### src/rtl/sync_toggle_counter.sv
// sync_toggle_counter: synchronous up-counter built from a chain of T flip-flop stages.
// Define SYNC_TOGGLE_COUNTER_TC_EN to add the combinational terminal-count output tc.
module sync_toggle_counter #(
    parameter int WIDTH = 4
) (
    input  logic             clk,
    input  logic             reset_n,
    input  logic             T,
    output logic [WIDTH-1:0] Q
`ifdef SYNC_TOGGLE_COUNTER_TC_EN
    ,
    output logic             tc
`endif
);
    logic [WIDTH-1:0] count_q, count_d;
    logic             carry;
    // Each stage toggles when T and every lower stage are all 1.
    always_comb begin
        count_d = count_q;
        carry   = T;
        for (int i = 0; i < WIDTH; i++) begin
            count_d[i] = count_q[i] ^ carry;
            carry      = carry & count_q[i];
        end
    end
    // reset_n is active-high despite its name.
    always_ff @(posedge clk or posedge reset_n)
        if (reset_n) count_q <= '0;
        else         count_q <= count_d;
    assign Q = count_q;
`ifdef SYNC_TOGGLE_COUNTER_TC_EN
    assign tc = T & (&count_q);
`endif
endmodule

### config.mk
export PLATFORM = sky130hd
export DESIGN_NAME = sync_toggle_counter
export DESIGN_NICKNAME = d
export VERILOG_FILES = /design/src/rtl/sync_toggle_counter.sv
export SDC_FILE = /design/constraint.sdc
export NUM_CORES = 1
export LEC_CHECK = 0
export CORE_AREA = 3 3 40 42
export DETAILED_ROUTE_END_ITERATION = 7
export DIE_AREA = 0 0 43 45
export HOLD_SLACK_MARGIN = 0.1
export PLACE_DENSITY_LB_ADDON = 0.25
export SYNTH_ARGS = -nofsm -noshare
export SYNTH_HDL_FRONTEND = slang
export SYNTH_SLANG_ARGS = --single-unit
### constraint.sdc
create_clock -name clk -period 1.13 [get_ports clk]
set_input_delay 0.226 -clock clk [delete_from_list [all_inputs] [get_ports clk]]
set_output_delay 0.226 -clock clk [all_outputs]
set_load 0.05 [all_outputs]
==> flow_summary.yaml <==
status:
  outcome: "finished with violations"
  failed_checks: "setup timing"
synth:
  yosysSeqAreaShare_pct: 66.67
  synth_fa_ha_area_share_pct: 25.00
  synth_edf_count: 0
  synthXorXnorAreaFrac_pct: 5.833
  post-synth-top-count-cell: "dfrtp_1"
  yosys_most_used_dff: "dfrtp_1"
  synth_top_area_share_pct: 66.67
  synth_top_family_by_area: "adder cells"
  synth_area_leaders: "dfrtp_1 67%, ha_1 25%, xor2_1 5.8%"
  synthSimpleGateAreaFrac_pct: 0
  synth_top_cell_by_area: "dfrtp_1"
  synth_mux_area_share_pct: 0
  synthesis.area_sq_um: 150.1
  synth_compound_area_share_pct: 0
  ys_ff_latch: 4
  synth.distinct_cells: 4
  ys_warn_count: 0
  syn_nets: 15
  synth_cells: 9
  synth_common_cells: "4 x dfrtp_1, 3 x ha_1, 1 x inv_1, 1 x xor2_1"
  async_flop_share_pct: 100.0
  syn_avg_cell_area_sq_um: 16.68
detailed_routing:
  finalWirelength_microns: 277
  vias_per_cell: 3.314
  wl_per_cell_microns: 7.914
  vias: 116
  drtIter0Drc: 0
  drtPass1Iterations: 1
  postRouteAntennaNets: 0
  drc: 0
sta:
  worst_pin_slew_ns: 0.1886
  setup_ws_ns: -0.02090
  finalHoldWorstSlack_ns: 0.1744
  setup_violations: 2
  fin_skew_ns: 0.002752
  fin_crit_ns: 1.151
  grt_setup_unrepaired: "yes"
  timing.slew.headroom_pct: 87.43
  hold_viol: 0
  clock.fmax_mhz: 868.9
  final-max-slew-violation-count: 0
  timing.final.crit_share_pct: 101.8
critical_path:
  cp-end-kind: "register"
  startpoint_type: "register"
  cp_max_fo: 2
  arrival_ns: 1.26
  required_ns: 1.24
  worstSetupPathType: "reg2reg"
  path_cells: "ha_4, ha_4, ha_4, xor2_1"
  crit_top_cell: "ha_4"
  crit_slowest_cell: "dfrtp_2"
  cp_slowest_stage_delay_ns: 0.42
finish:
  largest_reg_flops: 4
  drive_above_1_share_pct: 60.00
  postLayoutCellArea_sq_um: 344.1
  final_core_utilization_pct: 26.78
  area_growth_pct: 129.2
  n_antenna_cell: 0
  nNetsFinal: 27
grt:
  grt_antenna_before_repair: 0
  grt_use_total_pct: 5.013
  grt_max_degree: 5
  grt_pass1_vias: 129
  grt_overflow: 0
  grt_pass1_wl_microns: 558
floorplan:
  chipHeight_microns: 45
  core_sq_mm: 0.001285
  die_x_microns: 43
  rows: 13
  initial_core_util_pct: 11.68
  dieArea_sq_mm: 0.001935
  pin_count: 7
run:
  maxCapViolCount: 0
clocking:
  post_cts_resized: 2
  cts_root_buf: "clkbuf_4"
  holdBufCountCts: 0
  cts_tree: "yes"
  clk_latency_ns: 0.24
  htreeDepth: 1
  cts_buffers: 3
  post_cts.repair.setup_buffers: 0
  cts_buffer_depth: 2
  clkTransAtPathRegs_ns: 0.04
  clkSinkCount: 4
place:
  gp_congestion: 0.5848
  place_area_sq_um: 315.3
  port_buffers: 6
worst_hold_path:
  min-delay-path-class: "in2async"
## critical path, delay by kind of cell (launching register included)
kind,cells,cell delay [ns]
DFF,1,0.42
xor gates and xnor gates,1,0.15
adders and majority gates,3,0.46
## layout by cell type (no fill, tap or decap)
master and n:
clkbuf_1 1, clkdlybuf4s50_1 1, dfrtp_1 3, dfrtp_2 1
ha_4 3, clkbuf_4 3, buf_6 1, buf_12 4
xor2_1 1, dlygate4sd2_1 1, inv_1 1
## final cells by class
class | count | area [sq um]
clock buffers | 4 | 26.28
fillers | 134 | 940.9
inverters | 1 | 3.754
multi-input cells | 4 | 83.83
flip-flops and latches | 4 | 101.3
well taps | 15 | 18.77
repair buffers | 7 | 110.1
## per-layer routing
layer	wire [microns]	global-route usage [%]	share of wire [%]	vias up
met5	0	0	0	-
met4	10	5.422	3.6	0
met3	53	6.375	19	2
met2	112	5.090	40	8
met1	102	4.380	37	55
li1	-	-	-	51
## logic make-up after synthesis
kind of cell               after synthesis
adders and majority gates                3
DFF                                      4
xor gates and xnor gates                 1
buffers and inverters                    1
## worst paths after layout
path                                     start              to  slack, ns  cells after the start
max in group asynchronous              reset_n  Q[0]$_DFF_PP0_       0.79                      2
worst min register to register  Q[0]$_DFF_PP0_  Q[0]$_DFF_PP0_       0.53                      1
worst max register to register  Q[0]$_DFF_PP0_  Q[3]$_DFF_PP0_      -0.02                      4
worst min-delay path                   reset_n  Q[1]$_DFF_PP0_       0.17                      2
min in group clk                             T  Q[0]$_DFF_PP0_       0.39                      2
worst max-delay path            Q[0]$_DFF_PP0_  Q[3]$_DFF_PP0_      -0.02                      4
## through the flow
step                      std cells  worst slack [ns]  setup TNS [ns]
after floorplan                   9           -0.1605         -0.2001
after global placement           31           -0.2933         -0.5323
after detailed placement         31           -0.3068         -0.5744
after CTS                        35          -0.02721        -0.05032
after global routing             35          -0.04844        -0.09586
final                            35          -0.02090        -0.03267
Power is left out: the tool's default activity adds up to more than one toggle a clock period on the data nets, which glitch-free logic cannot reach.
